[src/rtl/latch_bank_ctrl.sv]
// latch_bank_ctrl: two-requester write sequencer for a bank of transparent latches.
// Each write runs data setup, then a gate pulse, then a hold, with registered one-hot gates.
// Optional feature macro: LATCH_BANK_SHADOW_EN adds a 'shadow' readback mirror of the latch contents.
module latch_bank_ctrl #(
  parameter int unsigned WIDTH  = 8,
  parameter int unsigned NLAT   = 4,
  parameter int unsigned ADDR_W = 2,
  parameter int unsigned SETUP  = 1,
  parameter int unsigned PULSE  = 2,
  parameter int unsigned HOLD   = 1
) (
  input  logic                    clk,
  input  logic                    rst_n,
  input  logic                    req0,
  input  logic [ADDR_W-1:0]       addr0,
  input  logic [WIDTH-1:0]        data0,
  output logic                    ack0,
  input  logic                    req1,
  input  logic [ADDR_W-1:0]       addr1,
  input  logic [WIDTH-1:0]        data1,
  output logic                    ack1,
  output logic [WIDTH-1:0]        latch_d,
  output logic [NLAT-1:0]         latch_c,
  output logic                    busy,
  output logic                    addr_err
`ifdef LATCH_BANK_SHADOW_EN
  ,
  output logic [NLAT*WIDTH-1:0]   shadow
`endif
);

  localparam int unsigned MAX_SP = (SETUP > PULSE) ? SETUP : PULSE;
  localparam int unsigned MAX_D  = (MAX_SP > HOLD) ? MAX_SP : HOLD;
  localparam int unsigned CNT_W  = $clog2(MAX_D) + 1;

  typedef enum logic [1:0] {
    S_IDLE  = 2'd0,
    S_SETUP = 2'd1,
    S_GATE  = 2'd2,
    S_HOLD  = 2'd3
  } state_t;

  state_t             r_state;
  state_t             w_state_nxt;
  logic [CNT_W-1:0]   r_cnt;
  logic [CNT_W-1:0]   w_cnt_nxt;
  logic               r_rr;       // requester granted most recently
  logic               r_owner;    // requester of the write in flight
  logic [ADDR_W-1:0]  r_addr;     // captured target latch

  logic               w_elig0;
  logic               w_elig1;
  logic               w_grant;
  logic               w_gsel;
  logic               w_addr_ok;
  logic               w_done;
  logic [NLAT-1:0]    w_onehot;

  logic [WIDTH-1:0]   w_latch_d_nxt;
  logic [NLAT-1:0]    w_latch_c_nxt;
  logic               w_busy_nxt;
  logic               w_ack0_nxt;
  logic               w_ack1_nxt;
  logic               w_err_nxt;

  // A requester whose ack is showing is not re-granted in that same cycle.
  assign w_elig0   = req0 & ~ack0;
  assign w_elig1   = req1 & ~ack1;
  assign w_addr_ok = ({1'b0, r_addr} < (ADDR_W+1)'(NLAT));
  assign w_onehot  = NLAT'(1) << r_addr;

  // State register and phase down-counter.
  always_ff @(posedge clk or negedge rst_n) begin
    if (!rst_n) begin
      r_state <= S_IDLE;
      r_cnt   <= '0;
    end else begin
      r_state <= w_state_nxt;
      r_cnt   <= w_cnt_nxt;
    end
  end

  // Next-state logic with round-robin arbitration in IDLE; counter reloads on each state entry.
  always_comb begin
    w_state_nxt = r_state;
    w_cnt_nxt   = r_cnt;
    w_grant     = 1'b0;
    w_gsel      = 1'b0;
    case (r_state)
      S_IDLE: begin
        if (w_elig0 || w_elig1) begin
          w_grant     = 1'b1;
          w_gsel      = (w_elig0 && w_elig1) ? ~r_rr : w_elig1;
          w_state_nxt = S_SETUP;
          w_cnt_nxt   = CNT_W'(SETUP);
        end
      end
      S_SETUP: begin
        if (r_cnt == CNT_W'(1)) begin
          w_state_nxt = S_GATE;
          w_cnt_nxt   = CNT_W'(PULSE);
        end else begin
          w_cnt_nxt   = r_cnt - CNT_W'(1);
        end
      end
      S_GATE: begin
        if (r_cnt == CNT_W'(1)) begin
          w_state_nxt = S_HOLD;
          w_cnt_nxt   = CNT_W'(HOLD);
        end else begin
          w_cnt_nxt   = r_cnt - CNT_W'(1);
        end
      end
      S_HOLD: begin
        if (r_cnt == CNT_W'(1)) begin
          w_state_nxt = S_IDLE;
          w_cnt_nxt   = '0;
        end else begin
          w_cnt_nxt   = r_cnt - CNT_W'(1);
        end
      end
      default: begin
        w_state_nxt = S_IDLE;
        w_cnt_nxt   = '0;
      end
    endcase
  end

  // Next output values, derived from the state being entered so the registered outputs line up with it.
  always_comb begin
    w_latch_d_nxt = latch_d;
    w_latch_c_nxt = '0;
    w_done        = (r_state == S_HOLD) && (w_state_nxt == S_IDLE);
    w_busy_nxt    = (w_state_nxt != S_IDLE);
    if (w_grant) begin
      w_latch_d_nxt = w_gsel ? data1 : data0;
    end
    if ((w_state_nxt == S_GATE) && w_addr_ok) begin
      w_latch_c_nxt = w_onehot;
    end
    w_ack0_nxt = w_done & ~r_owner;
    w_ack1_nxt = w_done & r_owner;
    w_err_nxt  = w_done & ~w_addr_ok;
  end

  // Output registers and grant capture; reset drops the gates immediately.
  always_ff @(posedge clk or negedge rst_n) begin
    if (!rst_n) begin
      latch_d  <= '0;
      latch_c  <= '0;
      busy     <= 1'b0;
      ack0     <= 1'b0;
      ack1     <= 1'b0;
      addr_err <= 1'b0;
      r_rr     <= 1'b1;
      r_owner  <= 1'b0;
      r_addr   <= '0;
    end else begin
      latch_d  <= w_latch_d_nxt;
      latch_c  <= w_latch_c_nxt;
      busy     <= w_busy_nxt;
      ack0     <= w_ack0_nxt;
      ack1     <= w_ack1_nxt;
      addr_err <= w_err_nxt;
      if (w_grant) begin
        r_rr    <= w_gsel;
        r_owner <= w_gsel;
        r_addr  <= w_gsel ? addr1 : addr0;
      end
    end
  end

`ifdef LATCH_BANK_SHADOW_EN
  // Mirror the written value into its slice on the last gate cycle of an in-range write.
  always_ff @(posedge clk or negedge rst_n) begin
    if (!rst_n) begin
      shadow <= '0;
    end else if ((r_state == S_GATE) && (w_state_nxt == S_HOLD) && w_addr_ok) begin
      for (int i = 0; i < int'(NLAT); i++) begin
        if (r_addr == ADDR_W'(i)) begin
          shadow[i*WIDTH +: WIDTH] <= latch_d;
        end
      end
    end
  end
`endif

endmodule

[config.mk]
export PLATFORM = sky130hd
export DESIGN_NAME = latch_bank_ctrl
export DESIGN_NICKNAME = d
export VERILOG_FILES = /design/src/rtl/latch_bank_ctrl.sv
export SDC_FILE = /design/constraint.sdc
export NUM_CORES = 1
export LEC_CHECK = 0
export BUFFER_PORTS_ARGS = -buffer_cell sky130_fd_sc_hd__buf_2
export CORE_ASPECT_RATIO = 0.5
export CORE_MARGIN = 2
export CORE_UTILIZATION = 44
export DETAILED_ROUTE_END_ITERATION = 12
export GPL_ROUTABILITY_DRIVEN = 0
export PLACE_DENSITY = 0.73
export REMOVE_ABC_BUFFERS = 1
export SLEW_MARGIN = 0
export SYNTH_ARGS = -nofsm -noshare
export SYNTH_HDL_FRONTEND = slang
export SYNTH_SLANG_ARGS = --single-unit
[constraint.sdc]
create_clock -name clk -period 1.3 [get_ports clk]
set_clock_uncertainty 0.05 [all_clocks]
set_input_delay 0.26 -clock clk [delete_from_list [all_inputs] [get_ports clk]]
set_output_delay 0.26 -clock clk [all_outputs]
set_load 0.01 [all_outputs]
==> results of run 1 <==
-- state kept, by name (all words and copies together) (netlist names), 2 cells and up --
name / cells
latch_d: 8
latch_c: 4
r_addr: 2
r_cnt: 2
r_state: 2
-- worst max path at each step --
stage	slack, ns	cells after the start	to	start
after floorplan	-0.17	3	latch_d[0]$_DFFE_PN0P_	ack1$_DFF_PN0_
after CTS	-0.10	3	latch_d[0]$_DFFE_PN0P_	r_state[0]$_DFF_PN0_
after detailed placement	-0.30	3	latch_d[4]$_DFFE_PN0P_	ack1$_DFF_PN0_
after global routing	-0.27	6	latch_d[1]$_DFFE_PN0P_	r_rr$_DFFE_PN1P_
final	-0.27	6	latch_d[1]$_DFFE_PN0P_	r_rr$_DFFE_PN1P_
after global placement	-0.30	4	r_addr[1]$_DFFE_PN0P_	req1
-- final cells by class --
class	instances	area share, %
multi-input cells	70	44.08
repair buffers	61	20.76
inverters	14	2.732
flip-flops and latches	23	27.99
well taps	37	2.247
clock buffers	4	2.186
-- stage by stage --
stage	TNS, ns	cells	instance area [um2]	setup WS, ns
6_report	-2.460	209	2061	-0.2691
5_1_grt	-2.890	209	2061	-0.2709
4_1_cts	-0.8706	204	1866	-0.1002
3_5_place_dp	-3.597	192	1459	-0.2996
3_3_place_gp	-3.639	192	1459	-0.2990
2_1_floorplan	-1.902	104	1125	-0.1703
-- cell usage after synthesis, types with 2 or more instances --
master / n / area share, %
dfrtp_1: 22 / 47
inv_1: 14 / 4.4
nor4_1: 10 / 5.3
a211oi_1: 9 / 5.7
a2111oi_1: 7 / 5.9
buf_2: 5 / 2.1
nor3_1: 5 / 2.1
nand2b_1: 4 / 2.1
a21o_1: 3 / 1.9
ha_1: 3 / 3.2
nand2_1: 3 / 0.95
a2111oi_0: 2 / 1.5
buf_6: 2 / 1.9
nor2_1: 2 / 0.63
nor2b_1: 2 / 1.1
o31ai_1: 2 / 1.3
-- worst max-delay path: stages (launching register included) --
cell and delay [ns]:
dfstp_2 0.59, buf_6 0.11, and3b_2 0.22, buf_6 0.14
buf_4 0.12, nor4_2 0.04, a211oi_2 0.21
-- power breakdown --
group / leakage, nW / switching [W] / internal [W] / total [W]
sequential: 0.270 / 0.000269 / 0.00104 / 0.00131
combinational: 0.567 / 0.00163 / 0.00127 / 0.00291
clock: 0.0228 / 0.000216 / 0.000219 / 0.000434
total: 0.860 / 0.00212 / 0.00253 / 0.00465
-- per-layer routing --
metal  part of all wire (%)  wire length (um)
met1                     38              1919
met2                     47              2379
met3                     11               534
met4                    4.1               206
met5                      0                 0
-- kinds of logic after synthesis --
family	Yosys count	synth area share, %
and+or+nand+nor	31	15.33
other	1	0.3168
adders and majority gates	3	3.172
DFF	23	48.73
buffers and inverters	23	9.407
AOI/OAI and AO/OA	31	22.30
xor gates and xnor gates	1	0.7401
-- timing repair --
item,4_1_cts,5_1_grt
buffers inserted,4,5
gates cloned,3,0
hold buffers,1,0
endpoints found under the setup margin,15,18
pin swaps,11,6
resized for setup,49,27
endpoints found under the hold margin,22,0
==> results by group, run 1 <==
GRT
  – Total GRT Usage: 26.10%
  – GR peak layer: met2
  – Initial antenna violation count: 0
  – Met2 global-route usage: 44.57%
  – First-pass GRT wire length: 5.837 mm
  – Vias in the first global route: 1,121
  – GRT met1 Usage: 30.73%
  – Met3 Use GR: 7.709%
  – Congestion Overflow GR: 0
  – Largest net degree at the start of global routing: 24

Detailed routing
  – Initial DRT Pass Iterations: 4
  – Initial DRC count: 135
  – Routed WL per cell: ~24 um
  – Avg Vias per Cell: around 6.2
  – Post-DRT Antenna Nets: 0
  – Post-Route WL: a little over 5 mm
  – DRC: 0
  – Via count: 1,295

Die
  – Die area: around 0.0031 mm2
  – Starting Density: 46.06%
  – IO Pins: 40
  – Die width: just under 80 um
  – Rows: 13
  – Die Height: 40.68 um
  – Area of the core: 0.002570 mm2

Placed design
  – I/O Buffers: 38
  – Half-perimeter wire length after placement: 1.836 mm

Clocking
  – Root Buffer: clkbuf_8
  – Worst-skew pair later-pin latency: between 0.2 and 0.3 ns
  – CTS tree: yes
  – Num Clock Sinks: 23
  – Max Root-Sink Buffers: 2
  – Number of CTS-inserted buffers: 3
  – Reg clk slew, reported paths: about 0.070 ns
  – H-tree lvl count: 1

Synth
  – Fraction of registers with async set/reset: 100.0%
  – Yosys warns: 0
  – Syn Area/Cell: between 10 and 15 um2
  – Synth Cell Area: approximately 0.0012 mm2
  – Mapped Cells: 113
  – Sequential share of the synthesized area: 48.73%
  – Yosys reg bits: 23
  – Post-synth cell types: 34
  – Ys flop type: dfrtp_1
  – Post-synth EDFFs: 0

Finish
  – Post-Route Utilization: 80.19%
  – ANT cells: 0
  – Nets@finish: 200
  – Fill count: 131
  – P&R area growth vs syn: 74.10%
  – Sequential cell area: just under 600 um2
  – Most common cell after layout, fill and taps aside: buf_2
  – Multi-input combinational cell area: 908.4 um2
  – Share of layout cells above drive strength 1: 65.12%
  – Most frequent cells in the layout: buf_2 (38), dfrtp_1 (22), inv_1 (13)

Hold path
  – Endpoint, Worst Hold: latch_d[4]$_DFFE_PN0P_
  – Hold Path Depth: 3
  – Hold Startpoint: data1[4]
  – Worst hold path type: input port to flop

Timing
  – Min cycle time layout: 1.569 ns
  – Worst slew pin tran: 0.5239 ns
  – Final setup viols: 15
  – Maximum clock frequency: between 600 and 700 MHz
  – Fin. max-slew vios: 0
  – Min Hold Slack: 0.2624 ns
  – Post-route clock period utilization: 120.7%
  – Worst setup margin: -0.2691 ns
  – Setup repair after global routing missed its margin: true
  – Fin. Hold Viols: 0
  – Relative slew slack: 65.07%

Run
  – Maxcap violations: 0

Setup path
  – Critical Path End Type: flop
  – Startpoint types: flop
  – Arrival time worst endpoint: approximately 1.7 ns
  – Worst path required time: 1.41 ns
  – Critical Path Fanout Max: 6
  – Reg-to-reg endpoint: latch_d[1]$_DFFE_PN0P_
  – R2R Setup Slk: -0.27 ns
  – Reg2Reg Depth: 6
  – CP Class: flop to flop
  – R2r startpoint: r_rr$_DFFE_PN1P_

Outcome
  – Violated checks: setup timing
  – Outcome: complete, but fails checks

Power and ir drop
  – Max VDD drop: 1.258 mV
  – Power Dens Cells: 2255 mW/mm2
  – Tot Pwr: 0.004648 W
  – Pleak: about 0.86 nW
Power figures use the tool's default switching activity.
==> inputs of run 2 (changes only) <==
Settings changed: MAX_ROUTING_LAYER set to met4, PLACE_DENSITY 0.73 to 0.76.
==> results by group, run 2 (synthesis results as in run 1) <==
Outcome
  – Outcome: complete, but fails checks
  – Violated checks: setup timing

Setup path
  – Critical Path End Type: flop
  – Worst path required time: 1.40 ns
  – Worst path max stage delay: 0.57 ns
  – Reg2Reg Depth: 5
  – Startpoint types: flop
  – Slowest cell on the critical path: dfstp_2
  – CP cell instances: buf_4, and3b_2, buf_12, nor4_1, a211oi_1
  – R2r startpoint: r_rr$_DFFE_PN1P_
  – CP Class: flop to flop
  – Buffers plus inverters on the worst setup path: 2
  – R2R Setup Slk: -0.28 ns
  – Critical Path Start: r_rr$_DFFE_PN1P_
  – WP depth: 5
  – Delay-heaviest family, CP: flip-flops
  – Critical Path Fanout Max: 10
  – Arrival time worst endpoint: 1.67 ns
  – CP endpoint: r_addr[1]$_DFFE_PN0P_
  – Reg-to-reg endpoint: r_addr[1]$_DFFE_PN0P_

Timing
  – Relative slew slack: 66.15%
  – Total negative slack: -1.913 ns
  – Post-route clock period utilization: 121.4%
  – Setup repair after global routing missed its margin: true
  – Final setup viols: 12
  – Fin. Hold Viols: 0
  – Fin. max-slew vios: 0
  – Worst slew pin tran: 0.5077 ns
  – Maximum clock frequency: 633.6 MHz
  – Min cycle time layout: around 1.6 ns
  – Worst setup margin: -0.2782 ns

Clocking
  – H-tree lvl count: 1
  – CTS tree: yes
  – Num Clock Sinks: 23
  – Number of CTS-inserted buffers: 3
  – Reg clk slew, reported paths: 0.08 ns
  – Max Root-Sink Buffers: 2
  – Root Buffer: clkbuf_8
  – Worst-skew pair later-pin latency: ~0.27 ns

GRT
  – First-pass GRT wire length: 4.781 mm
  – Initial antenna violation count: 0
  – Total GRT Usage: around 22%
  – Vias in the first global route: 996
  – Largest net degree at the start of global routing: 24
  – Congestion Overflow GR: 0

Finish
  – Share of layout cells above drive strength 1: just over 60%
  – Most common cell after layout, fill and taps aside: buf_2
  – P&R area growth vs syn: 58.46%
  – Fin cells: 210
  – Post-Route Utilization: 72.98%
  – ANT cells: 0
  – Register name with the most flops: latch_d
  – Most frequent cells in the layout: buf_2 (38), dfrtp_1 (20), buf_4 (15)
  – Largest regs: latch_d: 8 flops, latch_c: 4 flops
  – Final Cell Area: between 0.0015 and 0.002 mm2
  – Nets@finish: 201
  – Max reg flops: 8

Detailed routing
  – Post-DRT Antenna Nets: 0
  – Via count: 1,203
  – Routed WL per cell: between 15 and 20 um
  – Initial DRT Pass Iterations: 4
  – DRC: 0
  – Post-Route WL: 3.841 mm
  – Initial DRC count: 57
  – Avg Vias per Cell: 5.729

Power and ir drop
  – Tot Pwr: 0.004263 W
  – Max VDD drop: 0.9974 mV
  – Pleak: 0.8414 nW
  – Power Dens Cells: 2273 mW/mm2

Run
  – Maxcap violations: 0

Die
  – Rows: 13
  – Die Height: 40.68 um
  – Area of the core: approximately 0.0026 mm2
  – Die width: 77.35 um
  – Die area: 0.003146 mm2
  – Starting Density: 46.06%
  – IO Pins: 40

Placed design
  – I/O Buffers: 38
  – Placed instance count: 194
  – Half-perimeter wire length after placement: 1.917 mm
  – Placed Instance Area: between 0.001 and 0.0015 mm2

Hold path
  – Worst hold path type: input port to flop
-- run 2: metrics by stage --
step                setup slack, ns  hold slack, ns
global route                -0.3307          0.2861
floorplan                   -0.1703        -0.08559
global placement            -0.2754          0.2114
CTS                         -0.1068          0.2389
finish                      -0.2782          0.2650
detailed placement          -0.3116          0.2180
-- run 2: area by class of cell --
class	instances	area, um2
Fill cell	181	694.4
Sequential cell	23	579.3
Inverter	14	56.30
Tap cell	37	46.29
Timing Repair inverter	1	7.507
Timing Repair Buffer	61	417.9
Multi-Input combinational cell	70	723.2
Clock buffer	4	45.04
-- run 2: power breakdown --
group	total [W]	leakage, nW	switching [W]	internal, W
combinational	0.00253	0.550	0.00135	0.00119
sequential	0.00128	0.268	0.000240	0.00104
clock	0.000446	0.0228	0.000227	0.000219
total	0.00426	0.841	0.00181	0.00245
-- run 2: metal layers --
| layer | wire, um | GRT usage (%) | vias up |
|---|---|---|---|
| li1 | - | - | 537 |
| met1 | 1615 | 27.27 | 570 |
| met5 | 0 | - | - |
| met4 | 146 | 9.821 | 0 |
| met2 | 1786 | 35.00 | 73 |
| met3 | 293 | 5.286 | 23 |
-- run 2: timing repair --
action,in CTS,in global routing
endpoints found under the setup margin,17,20
endpoints found under the hold margin,22,0
gates cloned,3,1
buffers inserted,0,7
resized for setup,21,30
pin swaps,3,7
hold buffers,1,0
-- run 2: tightest hold or removal path, stage by stage --
cell      delay, ns
buf_2          0.08
nor4_1         0.04
a211oi_1       0.15
-- run 2: how the worst min path moves through the flow --
| stage | from | end | slack, ns | depth (start not counted) |
|---|---|---|---|---|
| after floorplan | rst_n | ack0$_DFF_PN0_ | -0.09 | 0 |
| after global placement | rst_n | latch_d[5]$_DFFE_PN0P_ | 0.21 | 1 |
| after detailed placement | rst_n | latch_d[5]$_DFFE_PN0P_ | 0.22 | 1 |
| after CTS | data1[1] | latch_d[1]$_DFFE_PN0P_ | 0.24 | 3 |
| after global routing | data1[5] | latch_d[5]$_DFFE_PN0P_ | 0.29 | 3 |
| final | addr1[0] | r_addr[0]$_DFFE_PN0P_ | 0.26 | 3 |
